## src/rtl/mesh_router_node_if.sv

```systemverilog
// Handshake bundle for one mesh_router_node: five input flit channels and five
// output flit channels, flattened with port p at [p*WIDTH +: WIDTH]
// (0 = self, 1 = west, 2 = east, 3 = north, 4 = south).
interface mesh_router_node_if #(
    parameter int WIDTH = 32
);
    // Valid/ready: a flit transfers on a rising clock edge where valid and
    // ready are both high. A producer that raises valid keeps valid and data
    // stable until that transfer; ready may change freely and never depends
    // on anything except the consumer's own registered state (and reset).
    logic [5*WIDTH-1:0] in_data;
    logic [4:0]         in_valid;
    logic [4:0]         in_ready;
    logic [5*WIDTH-1:0] out_data;
    logic [4:0]         out_valid;
    logic [4:0]         out_ready;

    // Environment side: drives incoming flits and downstream ready.
    modport master (
        output in_data,
        output in_valid,
        output out_ready,
        input  in_ready,
        input  out_data,
        input  out_valid
    );

    // Router side.
    modport slave (
        input  in_data,
        input  in_valid,
        input  out_ready,
        output in_ready,
        output out_data,
        output out_valid
    );
endinterface

```

## src/rtl/mesh_router_node.sv

```systemverilog
// 2D mesh router node: five buffered input ports, X-then-Y routing of each
// FIFO head, and a round-robin arbiter feeding a registered slot per output.
// Optional feature macro: MESH_ROUTER_NODE_STATS_EN adds delivered_count,
// a saturating count of flits handed off on the self output.
module mesh_router_node #(
    parameter int WIDTH      = 32,
    parameter int COORD_BITS = 3,
    parameter int NODE_X     = 0,
    parameter int NODE_Y     = 0,
    parameter int FIFO_DEPTH = 4
) (
    input  logic clk,
    input  logic rst_n,
    mesh_router_node_if.slave bus
`ifdef MESH_ROUTER_NODE_STATS_EN
    ,
    output logic [15:0] delivered_count
`endif
);
    localparam int NP    = 5;
    localparam int PTR_W = $clog2(FIFO_DEPTH);
    localparam int CNT_W = PTR_W + 1;

    localparam logic [COORD_BITS-1:0] MY_X = COORD_BITS'(NODE_X);
    localparam logic [COORD_BITS-1:0] MY_Y = COORD_BITS'(NODE_Y);

    localparam logic [2:0] P_SELF  = 3'd0;
    localparam logic [2:0] P_WEST  = 3'd1;
    localparam logic [2:0] P_EAST  = 3'd2;
    localparam logic [2:0] P_NORTH = 3'd3;
    localparam logic [2:0] P_SOUTH = 3'd4;

    // Input FIFO storage and bookkeeping
    logic [WIDTH-1:0] mem    [NP][FIFO_DEPTH];
    logic [PTR_W-1:0] wr_ptr [NP];
    logic [PTR_W-1:0] rd_ptr [NP];
    logic [CNT_W-1:0] count  [NP];
    logic [NP-1:0]    full;
    logic [NP-1:0]    empty;
    logic [NP-1:0]    push;
    logic [NP-1:0]    pop;

    // Routing and arbitration
    logic [WIDTH-1:0] head      [NP];
    logic [2:0]       route     [NP];
    logic [NP-1:0]    req       [NP];   // req[o][p]: head of p wants output o
    logic [NP-1:0]    loadable;
    logic [NP-1:0]    grant_any;
    logic [2:0]       grant_sel [NP];
    logic [2:0]       rr_ptr    [NP];

    // Output slots
    logic [WIDTH-1:0] out_q     [NP];
    logic [NP-1:0]    out_valid_q;

    // FIFO status comes from registered occupancy only, so in_ready never
    // depends on this cycle's pops.
    always_comb begin
        for (int p = 0; p < NP; p++) begin
            full[p]  = (count[p] == CNT_W'(FIFO_DEPTH));
            empty[p] = (count[p] == '0);
        end
    end

    assign bus.in_ready = rst_n ? ~full : '0;
    assign push         = bus.in_valid & bus.in_ready;
    assign loadable     = ~out_valid_q | bus.out_ready;

    // X-then-Y route of every FIFO head; empty heads are masked in req.
    always_comb begin
        logic [COORD_BITS-1:0] dx;
        logic [COORD_BITS-1:0] dy;
        dx = '0;
        dy = '0;
        for (int p = 0; p < NP; p++) begin
            head[p] = mem[p][rd_ptr[p]];
            dx      = head[p][WIDTH-1 -: COORD_BITS];
            dy      = head[p][WIDTH-1-COORD_BITS -: COORD_BITS];
            if (dx > MY_X)      route[p] = P_EAST;
            else if (dx < MY_X) route[p] = P_WEST;
            else if (dy > MY_Y) route[p] = P_NORTH;
            else if (dy < MY_Y) route[p] = P_SOUTH;
            else                route[p] = P_SELF;
        end
    end

    // Request matrix: one output per non-empty head.
    always_comb begin
        for (int o = 0; o < NP; o++) begin
            for (int p = 0; p < NP; p++) begin
                req[o][p] = !empty[p] && (route[p] == 3'(o));
            end
        end
    end

    // Round-robin grant per loadable output, scanning upward from rr_ptr.
    // A head requests a single output, so each FIFO pops at most once.
    always_comb begin
        int idx;
        idx = 0;
        pop = '0;
        for (int o = 0; o < NP; o++) begin
            grant_any[o] = 1'b0;
            grant_sel[o] = '0;
            if (loadable[o]) begin
                for (int k = 0; k < NP; k++) begin
                    idx = int'(rr_ptr[o]) + k;
                    if (idx >= NP) idx = idx - NP;
                    if (!grant_any[o] && req[o][idx]) begin
                        grant_any[o] = 1'b1;
                        grant_sel[o] = 3'(idx);
                    end
                end
            end
            if (grant_any[o]) pop[grant_sel[o]] = 1'b1;
        end
    end

    // FIFO pointers and occupancy; a push is only possible when not full.
    always_ff @(posedge clk or negedge rst_n) begin
        if (!rst_n) begin
            for (int p = 0; p < NP; p++) begin
                wr_ptr[p] <= '0;
                rd_ptr[p] <= '0;
                count[p]  <= '0;
            end
        end else begin
            for (int p = 0; p < NP; p++) begin
                if (push[p]) wr_ptr[p] <= wr_ptr[p] + PTR_W'(1);
                if (pop[p])  rd_ptr[p] <= rd_ptr[p] + PTR_W'(1);
                case ({push[p], pop[p]})
                    2'b10:   count[p] <= count[p] + CNT_W'(1);
                    2'b01:   count[p] <= count[p] - CNT_W'(1);
                    default: count[p] <= count[p];
                endcase
            end
        end
    end

    // FIFO data array; contents are meaningless while the pointers say empty.
    always_ff @(posedge clk) begin
        for (int p = 0; p < NP; p++) begin
            if (push[p]) mem[p][wr_ptr[p]] <= bus.in_data[p*WIDTH +: WIDTH];
        end
    end

    // Output slots and round-robin pointers; a drained slot keeps its data.
    always_ff @(posedge clk or negedge rst_n) begin
        if (!rst_n) begin
            out_valid_q <= '0;
            for (int o = 0; o < NP; o++) begin
                out_q[o]  <= '0;
                rr_ptr[o] <= '0;
            end
        end else begin
            for (int o = 0; o < NP; o++) begin
                if (grant_any[o]) begin
                    out_q[o]       <= head[grant_sel[o]];
                    out_valid_q[o] <= 1'b1;
                    rr_ptr[o]      <= (grant_sel[o] == 3'd4) ? 3'd0 : grant_sel[o] + 3'd1;
                end else if (bus.out_ready[o]) begin
                    out_valid_q[o] <= 1'b0;
                end
            end
        end
    end

    for (genvar o = 0; o < NP; o++) begin : g_out
        assign bus.out_data[o*WIDTH +: WIDTH] = out_q[o];
    end
    assign bus.out_valid = out_valid_q;

`ifdef MESH_ROUTER_NODE_STATS_EN
    // Saturating count of flits leaving through the self output.
    always_ff @(posedge clk or negedge rst_n) begin
        if (!rst_n) begin
            delivered_count <= '0;
        end else if (out_valid_q[0] && bus.out_ready[0] && (delivered_count != 16'hFFFF)) begin
            delivered_count <= delivered_count + 16'd1;
        end
    end
`endif

endmodule
```

## src/flat_wrapper.sv

```systemverilog
// flat-port wrapper written by rule: the top's interface ports become plain ports
module mesh_router_node_flat 
#(
    parameter int WIDTH      = 32,
    parameter int COORD_BITS = 3,
    parameter int NODE_X     = 0,
    parameter int NODE_Y     = 0,
    parameter int FIFO_DEPTH = 4
)
  (clk, rst_n, bus_in_data, bus_in_valid, bus_out_ready, bus_in_ready, bus_out_data, bus_out_valid);
  mesh_router_node_if #(.WIDTH(WIDTH)) bus_i ();
  input  logic clk;
  input  logic rst_n;
  input wire logic [$bits(bus_i.in_data)-1:0] bus_in_data;
  input wire logic [$bits(bus_i.in_valid)-1:0] bus_in_valid;
  input wire logic [$bits(bus_i.out_ready)-1:0] bus_out_ready;
  output wire logic [$bits(bus_i.in_ready)-1:0] bus_in_ready;
  output wire logic [$bits(bus_i.out_data)-1:0] bus_out_data;
  output wire logic [$bits(bus_i.out_valid)-1:0] bus_out_valid;
  assign bus_i.in_data = bus_in_data;
  assign bus_i.in_valid = bus_in_valid;
  assign bus_i.out_ready = bus_out_ready;
  assign bus_in_ready = bus_i.in_ready;
  assign bus_out_data = bus_i.out_data;
  assign bus_out_valid = bus_i.out_valid;
  mesh_router_node #(.WIDTH(WIDTH), .COORD_BITS(COORD_BITS), .NODE_X(NODE_X), .NODE_Y(NODE_Y), .FIFO_DEPTH(FIFO_DEPTH)) u_core (.clk(clk), .rst_n(rst_n), .bus(bus_i));
endmodule
```

## config.mk

```make
export PLATFORM = sky130hd
export DESIGN_NAME = mesh_router_node_flat
export DESIGN_NICKNAME = d
export VERILOG_FILES = /design/src/rtl/mesh_router_node_if.sv /design/src/rtl/mesh_router_node.sv /design/src/flat_wrapper.sv
export SDC_FILE = /design/constraint.sdc
export NUM_CORES = 1
export LEC_CHECK = 0
export BUFFER_PORTS_ARGS = -buffer_cell sky130_fd_sc_hd__buf_2
export CORE_MARGIN = 2
export CORE_UTILIZATION = 50
export DETAILED_ROUTE_END_ITERATION = 10
export PLACE_DENSITY = 0.72
export RECOVER_POWER = 50
export SYNTH_ARGS = -nofsm -noshare
export SYNTH_HDL_FRONTEND = slang
export SYNTH_SLANG_ARGS = --single-unit
```

## constraint.sdc

```tcl
create_clock -name clk -period 4.6 [get_ports clk]
set_input_delay 0.92 -clock clk [delete_from_list [all_inputs] [get_ports clk]]
set_output_delay 0.92 -clock clk [all_outputs]
set_load 0.005 [all_outputs]
```

After elaboration in Yosys (flattened, before gate mapping)

Memories as Yosys holds them, arrays and structs flattened.
Cells that the tools add are included.

$add $sub $neg: 70
Order comparisons: 100
Equality and inequality tests: 40
Multiplexer cells: 311
Bitwise operators: 23
Reductions and logical operators: 100

Operators by type and width:

| cell                    | number |
|---|---|
| $mux W32                | 75 |
| $lt A32 B5 Y1 const B   | 25 |
| $ge A32 B4 Y1 const B   | 20 |
| $mux W128               | 5 |
| $sub A32 B4 Y32 const B | 20 |
| $bmux W32 S3            | 5 |
| $bmux W32 S2            | 5 |
| $demux W32 S2           | 5 |
| $mux W3                 | 55 |
| $mux W1                 | 120 |
| $bmux W1 S3             | 25 |
| $logic_and A1 B1 Y1     | 55 |
| $eq A3 B3 Y1 const B    | 15 |
| $ge A3 B3 Y1 const B    | 15 |
| $lt A3 B1 Y1 const B    | 15 |
| $add A3 B2 Y4 const B   | 10 |
| $add A3 B1 Y3 const B   | 10 |
| $eq A3 B2 Y1 const B    | 10 |
| $gt A3 B1 Y1 const B    | 10 |
| $logic_not A3 Y1        | 10 |
| $mux W5                 | 6 |
| $not A2 Y3              | 10 |
| $pmux W3 S2             | 5 |
| $logic_not A1 Y1        | 25 |
| other kinds (17)        | 88 |

Flip-flop bits (word level): 215
Bits in writable memories: 640
Input port bits: 172
Output and inout bits: 170
Logic and storage cells: 675
Memories: 1

Memories:

| memory     | words | width | rd ports | clocked after Yosys merged registers in | write ports | RTL line               | source |
|---|---|---|---|---|---|---|---|
| u_core.mem | 5     | 128   | 5        | 0                                       | 5           | mesh_router_node.sv:34 | `logic [WIDTH-1:0] mem [NP][FIFO_DEPTH];` |

Logic depth before layout (Yosys ltp)

Depth in word-level cells: 47
Gate-level depth with buffers: 23
Mapped depth without buffers: 21

Worst setup path after synthesis

No wires, ideal clock.

Path kind: flip-flop to flip-flop
From: register u_core.rr_ptr[12] in the netlist's numbering
To: register u_core.count[11] in the netlist's numbering
Arrival: 4.827 ns
Data required time: 4.521 ns
Setup slack: -0.307 ns
Cell stages (with the launch flop): 23
Path buffers: 1
Clock period less this slack: 4.907 ns
Cells stage by stage: dfrtp_1 inv_1 clkbuf_1 ha_1 inv_1 ha_1 a21o_1 mux2i_1 nor2_1 a221oi_1 o21ai_1 nor3_1 nand2_1 a221oi_4 inv_2 nor3_1 or3_1 ha_1 inv_1 fa_1 xor2_1 nor2_1 xor2_1

Longest elaborated chain between the ends: 39
Elaborated cells between the ends (all ways): 81

RTL lines:

| element                                                  | RTL line                | source |
|---|---|---|
| start: declaration                                       | mesh_router_node.sv:50  | `logic [2:0] rr_ptr [NP];` |
| start signal: indexed assignment                         | mesh_router_node.sv:160 | `rr_ptr[o] <= (grant_sel[o] == 3'd4) ? 3'd0 : grant_sel[o] + 3'd1;` |
| branches (longest 28 deep; another with $sub A32 B4 Y32) | --                      |  |
| $mux W5 (*)                                              | mesh_router_node.sv:115 | `if (grant_any[o]) pop[grant_sel[o]] = 1'b1;` |
| $or A5 B5 Y5 (no source line)                            | --                      |  |
| $mux W5 (*)                                              | mesh_router_node.sv:115 |  |
| $or A5 B5 Y5 (no source line)                            | --                      |  |
| $mux W5 (*)                                              | mesh_router_node.sv:115 |  |
| $or A5 B5 Y5 (no source line)                            | --                      |  |
| $mux W5 (*)                                              | mesh_router_node.sv:115 |  |
| $or A5 B5 Y5 (no source line)                            | --                      |  |
| $mux W5 (*)                                              | mesh_router_node.sv:115 |  |
| $eq A2 B1 Y1 or $eq A2 B2 Y1 (tied branches)             | mesh_router_node.sv:131 | `case ({push[p], pop[p]})` |
| $pmux W3 S2 or $reduce_bool A2 Y1 (tied branches)        | --                      |  |
| end signal: indexed assignment                           | mesh_router_node.sv:132 | `2'b10: count[p] <= count[p] + CNT_W'(1);` |
| end signal: indexed assignment                           | mesh_router_node.sv:133 | `2'b01: count[p] <= count[p] - CNT_W'(1);` |
| end signal: indexed assignment                           | mesh_router_node.sv:134 | `default: count[p] <= count[p];` |
| end: declaration                                         | mesh_router_node.sv:37  | `logic [CNT_W-1:0] count [NP];` |

Mark *: on every way between the ends. The select of a mux whose other input is x is not followed.
A chain may end at the register's enable or synchronous reset.

Final worst setup path

From: register u_core.rd_ptr[0] in the netlist's numbering
To: register u_core.count[11] in the netlist's numbering

Longest elaborated chain between the ends: 47
Elaborated cells between the ends (all ways): 255

RTL lines:

| element                                           | RTL line                | source |
|---|---|---|
| start: declaration                                | mesh_router_node.sv:36  | `logic [PTR_W-1:0] rd_ptr [NP];` |
| start signal: indexed assignment                  | mesh_router_node.sv:130 | `if (pop[p]) rd_ptr[p] <= rd_ptr[p] + PTR_W'(1);` |
| $not A2 Y3 (not written as such) (*)              | mesh_router_node.sv:76  | `head[p] = mem[p][rd_ptr[p]];` |
| $bmux W32 S2 (*)                                  | mesh_router_node.sv:76  |  |
| $mux W32 (not written as such) (*) (2 in series)  | mesh_router_node.sv:76  |  |
| $lt A3 B1 Y1                                      | mesh_router_node.sv:82  | `else if (dy < MY_Y) route[p] = P_SOUTH;` |
| $mux W3                                           | mesh_router_node.sv:82  |  |
| $mux W3                                           | mesh_router_node.sv:81  | `else if (dy > MY_Y) route[p] = P_NORTH;` |
| $mux W3                                           | mesh_router_node.sv:80  | `else if (dx < MY_X) route[p] = P_WEST;` |
| $mux W3 (*)                                       | mesh_router_node.sv:79  | `if (dx > MY_X) route[p] = P_EAST;` |
| [... 30 more ...]                                 | --                      |  |
| $or A5 B5 Y5 (no source line)                     | --                      |  |
| $mux W5                                           | mesh_router_node.sv:115 |  |
| $or A5 B5 Y5 (no source line)                     | --                      |  |
| $mux W5                                           | mesh_router_node.sv:115 |  |
| $or A5 B5 Y5 (no source line)                     | --                      |  |
| $mux W5 (*)                                       | mesh_router_node.sv:115 |  |
| $eq A2 B1 Y1 or $eq A2 B2 Y1 (tied branches)      | mesh_router_node.sv:131 |  |
| $pmux W3 S2 or $reduce_bool A2 Y1 (tied branches) | --                      |  |

Every way passes the cells marked *; elsewhere a longest branch is shown, timed or not. The select of a mux whose other input is x is not followed.

==> qor.csv <==
stage;metric;value;unit
timing;timing.final.crit_share;104;%
placed_design;place_area;0.0407;sq mm
global_routing;grt_antenna_before_repair;17;
layout;fin_nets;3181;
flow_run;drv_cap;1;
synth;syn-cell-area;0.0363;sq mm
placed_design;dp_hpwl;75300;um
critical_path;critPathLaunchType;register;
layout;design_area;0.0445;sq mm
synth;synthAdderAreaFrac;2.37;%
layout;nFillCells;5294;
timing;fin_crit;4.77;ns
status;status;complete, but fails checks;
timing;setup_slack;-0.166;ns
route;post_drt_wl_per_cell;27.3;um
timing;skew;0.0541;ns
floorplan;pin_count;342;
status;violations;max-capacitance violations, max-slew violations, negative setup slack;
clock_network;cts.clk_slew.worst_paths;0.06;ns
timing;hold_violations;0;
synth;synth_top_family_by_area;multiplexers;
clock_network;cts_root_buf;clkbuf_16;
timing;worstMarginPinSlew;2.63;ns
synth;yosysSeqAreaShare;65.0;%
timing;slew_headroom;-75.4;%
clock_network;cts_tree;yes;
critical_path;crit_fanout;5;
placed_design;dp_cells;3769;
synth;avgSynthCellArea;15.2;sq um
route;drt-vias-per-instance;6.19;
timing;drv_slew;46;
floorplan;core-area;0.0717;sq mm
critical_path;r2r_end;u_core.count[11]$_DFFE_PN0P_;
synth;ys_ff_latch;816;
global_routing;gr-total-overflow;0;
synth;synthArstFlopShare;21.6;%
placed_design;io_buffers;307;
route;drt_iter0_markers;3188;
clock_network;cts_buffers;85;
layout;layout-drive-gt1-share;30.5;%
route;drt-total-wl;109000;um
floorplan;start_util;50.6;%
critical_path;required;5.16;ns
synth;yosys_warnings;0;
global_routing;grt_pass1_vias;24473;
floorplan;dieWidth;274;um
route;ant_nets;0;
synth;synthXorXnorAreaFrac;1.01;%
timing;rsz0062_at_grt;yes;
placed_design;place_congestion;0.938;
critical_path;reg2reg_from;u_core.rd_ptr[0]$_DFFE_PN0N_;
min_path;hold_class;register to register;
floorplan;rows;98;
synth;yosys.cell_types.count;80;
synth;synth_compound_area_share;10.9;%
global_routing;grt_pass1_wl;157000;um
critical_path;cp_data_arrival_time;5.33;ns
clock_network;clk-insertion-delay-late;0.66;ns
clock_network;cts-hold-fix-buffers;0;
route;drtPass1Iterations;7;
clock_network;cts-htree-levels;3;
global_routing;track_usage;28.6;%
route;vias;24587;
timing;fmax;210;MHz
layout;register_area;0.0236;sq mm
route;drc_errors;0;
synth;synth_edf_count;640;
synth;synthMuxAreaShare;11.0;%
critical_path;endpoint_kind;register;
floorplan;die_y;274;um
critical_path;crit_end;u_core.count[11]$_DFFE_PN0P_;
floorplan;die-area;0.0748;sq mm
synth;synthCells;2391;
layout;multi_input_area;0.0125;sq mm
synth;yosys.area_share.simple;6.33;%
layout;finalNonFillerCells;3973;
clock_network;clock-sinks;816;
critical_path;crit_start;u_core.rd_ptr[0]$_DFFE_PN0N_;
global_routing;grt_start_max_net_pins;133;
timing;setup_viol;8;
critical_path;r2r_slack;-0.17;ns
critical_path;r2r_cells;18;
layout;syn2layout_area_growth;22.4;%
synth;synth_flop_cell;edfxtp_1;
clock_network;clockBufferDepth;3;
critical_path;path_class;register to register;
-- layout make-up --
| cell class | count | area share [%] |
|---|---|---|
| Antenna cell | 5 | 0.0281 |
| Clock buffer | 110 | 5.02 |
| Clock inverter | 50 | 1.22 |
| Inverter | 66 | 0.563 |
| Multi-Input combinational cell | 1335 | 28.1 |
| Sequential cell | 816 | 53.2 |
| Tap cell | 950 | 2.67 |
| Timing Repair Buffer | 641 | 9.23 |
-- cell usage in the layout (no fill, tap or decap), drive strengths merged, types with 7 or more instances in the layout --
cell	Yosys	final
a31oi	16	16
a22oi	34	34
buf	86	471
and2	14	14
a21o	7	7
xor2	17	17
inv	64	68
nor3	32	32
a22o	62	62
o22ai	8	8
or4	13	13
conb	1	33
and3	25	25
a21oi	87	87
nand2b	21	21
a221oi	38	38
o22a	30	30
a32oi	20	20
mux4	160	160
or3	22	22
a211oi	43	43
clkinv	2	35
nand3	55	55
o211ai	10	10
fa	8	8
o31a	7	7
bufinv	0	7
edfxtp	640	640
nand2	169	169
o221ai	33	33
xnor2	25	25
clkbuf	120	280
mux2i	36	36
ha	56	56
o21ai	50	50
o31ai	41	41
nor4	9	9
nor2	59	59
dfrtp	176	176
nor2b	24	24
-- flip-flops by register name, summed over array words and instances (netlist names) --
name and cells:
u_core.bus.out_data 128, u_core.bus.out_valid 4, u_core.count 15, u_core.mem 640, u_core.rd_ptr 10, u_core.rr_ptr 9, u_core.wr_ptr 10
-- synthesized netlist by cell type, types with 10 or more instances --
cell	n	area (sq um)
dfrtp_1	176	4400
a22o_1	62	543
o31ai_1	41	308
a22oi_1	34	255
a211oi_1	43	323
nor2b_1	24	150
mux2i_1	36	360
nand2_1	169	634
o21ai_1	13	65.1
nor3_1	32	160
o221ai_1	33	289
or4_1	11	82.6
nand2b_1	20	125
clkbuf_1	120	450
a21oi_1	86	430
a32oi_1	20	175
or3_1	22	138
buf_1	15	56.3
o22a_1	30	263
mux4_2	160	3600
a221oi_1	36	315
inv_1	62	233
and3_1	25	156
edfxtp_1	640	19200
a31oi_1	16	100
nand3_1	55	275
xnor2_1	25	219
o211ai_1	10	75.1
o21ai_0	37	185
buf_2	32	160
ha_1	56	701
buf_4	37	278
xor2_1	17	149
nor2_1	58	218
and2_1	14	87.6
-- what timing repair did --
item,in CTS,in global routing
cloned,0,4
buffers inserted,12,26
endpoints found under the setup margin,56,82
gates resized for setup,95,104
pin swaps,32,41
-- cell families (layout without fill, tap and decap cells) --
logic type | count (synthesis) | in the layout
AND/OR/NAND/NOR | 467 | 467
other | 1 | 38
AO/OA/AOI/OAI | 530 | 530
buffers and inverters | 272 | 867
adder cells (fa/ha/maj) | 64 | 64
XOR/XNOR | 42 | 42
multiplexers | 199 | 199
flip-flops | 816 | 816
-- stage by stage --
| stage | setup TNS, ns | hold WS (ns) | util (%) | setup slack, ns |
|---|---|---|---|---|
| 6_report | -0.603 | 0.368 | 62.0 | -0.166 |
| 2_1_floorplan | -0.00487 | 0.452 | - | -0.00487 |
| 3_3_place_gp | -5.18 | 0.360 | 56.7 | -0.337 |
| 5_1_grt | -2.49 | 0.383 | 62.0 | -0.314 |
| 4_1_cts | -0.291 | 0.373 | 61.3 | -0.142 |
| 3_5_place_dp | -7.48 | 0.360 | 56.7 | -0.418 |
-- worst min path at each step --
stage                                        startpoint                                   to  slack, ns  depth (start not counted)
global placement    u_core.bus.out_data[44]$_DFFE_PN0P_  u_core.bus.out_data[44]$_DFFE_PN0P_       0.36                          0
CTS                 u_core.bus.out_data[35]$_DFFE_PN0P_  u_core.bus.out_data[35]$_DFFE_PN0P_       0.37                          0
finish              u_core.bus.out_data[35]$_DFFE_PN0P_  u_core.bus.out_data[35]$_DFFE_PN0P_       0.37                          0
floorplan           u_core.bus.out_data[32]$_DFFE_PN0P_  u_core.bus.out_data[32]$_DFFE_PN0P_       0.45                          1
detailed placement  u_core.bus.out_data[45]$_DFFE_PN0P_  u_core.bus.out_data[45]$_DFFE_PN0P_       0.36                          0
global route        u_core.bus.out_data[43]$_DFFE_PN0P_  u_core.bus.out_data[43]$_DFFE_PN0P_       0.38                          0
-- critical path, cell delays in order, from the launching register on --
cell and delay, ns:
dfrtp_2 0.44, buf_6 0.13, mux4_2 0.53, or4_4 0.46, or2_4 0.28, o31a_1 0.27
a221oi_2 0.25, a311oi_2 0.10, a221o_1 0.39, a221oi_4 0.40, inv_2 0.14, nor3_4 0.14
or3_4 0.18, ha_4 0.14, inv_2 0.04, fa_2 0.33, xor2_1 0.15, nor2_1 0.13
xor2_1 0.16
-- metal layers --
layer / share of wire [%] / wire [um] / global-route usage (%) / vias to the layer above
met1: 37 / 40300 / 36.4 / 12391
li1: - / - / - / 10569
met5: 0.11 / 115 / 0 / -
met4: 5.7 / 6190 / 14.6 / 18
met2: 48 / 52400 / 46.7 / 1326
met3: 8.8 / 9570 / 5.96 / 283
Power is not shown: default switching activity piles up to over one toggle a cycle in this logic, so the estimate is an artifact.
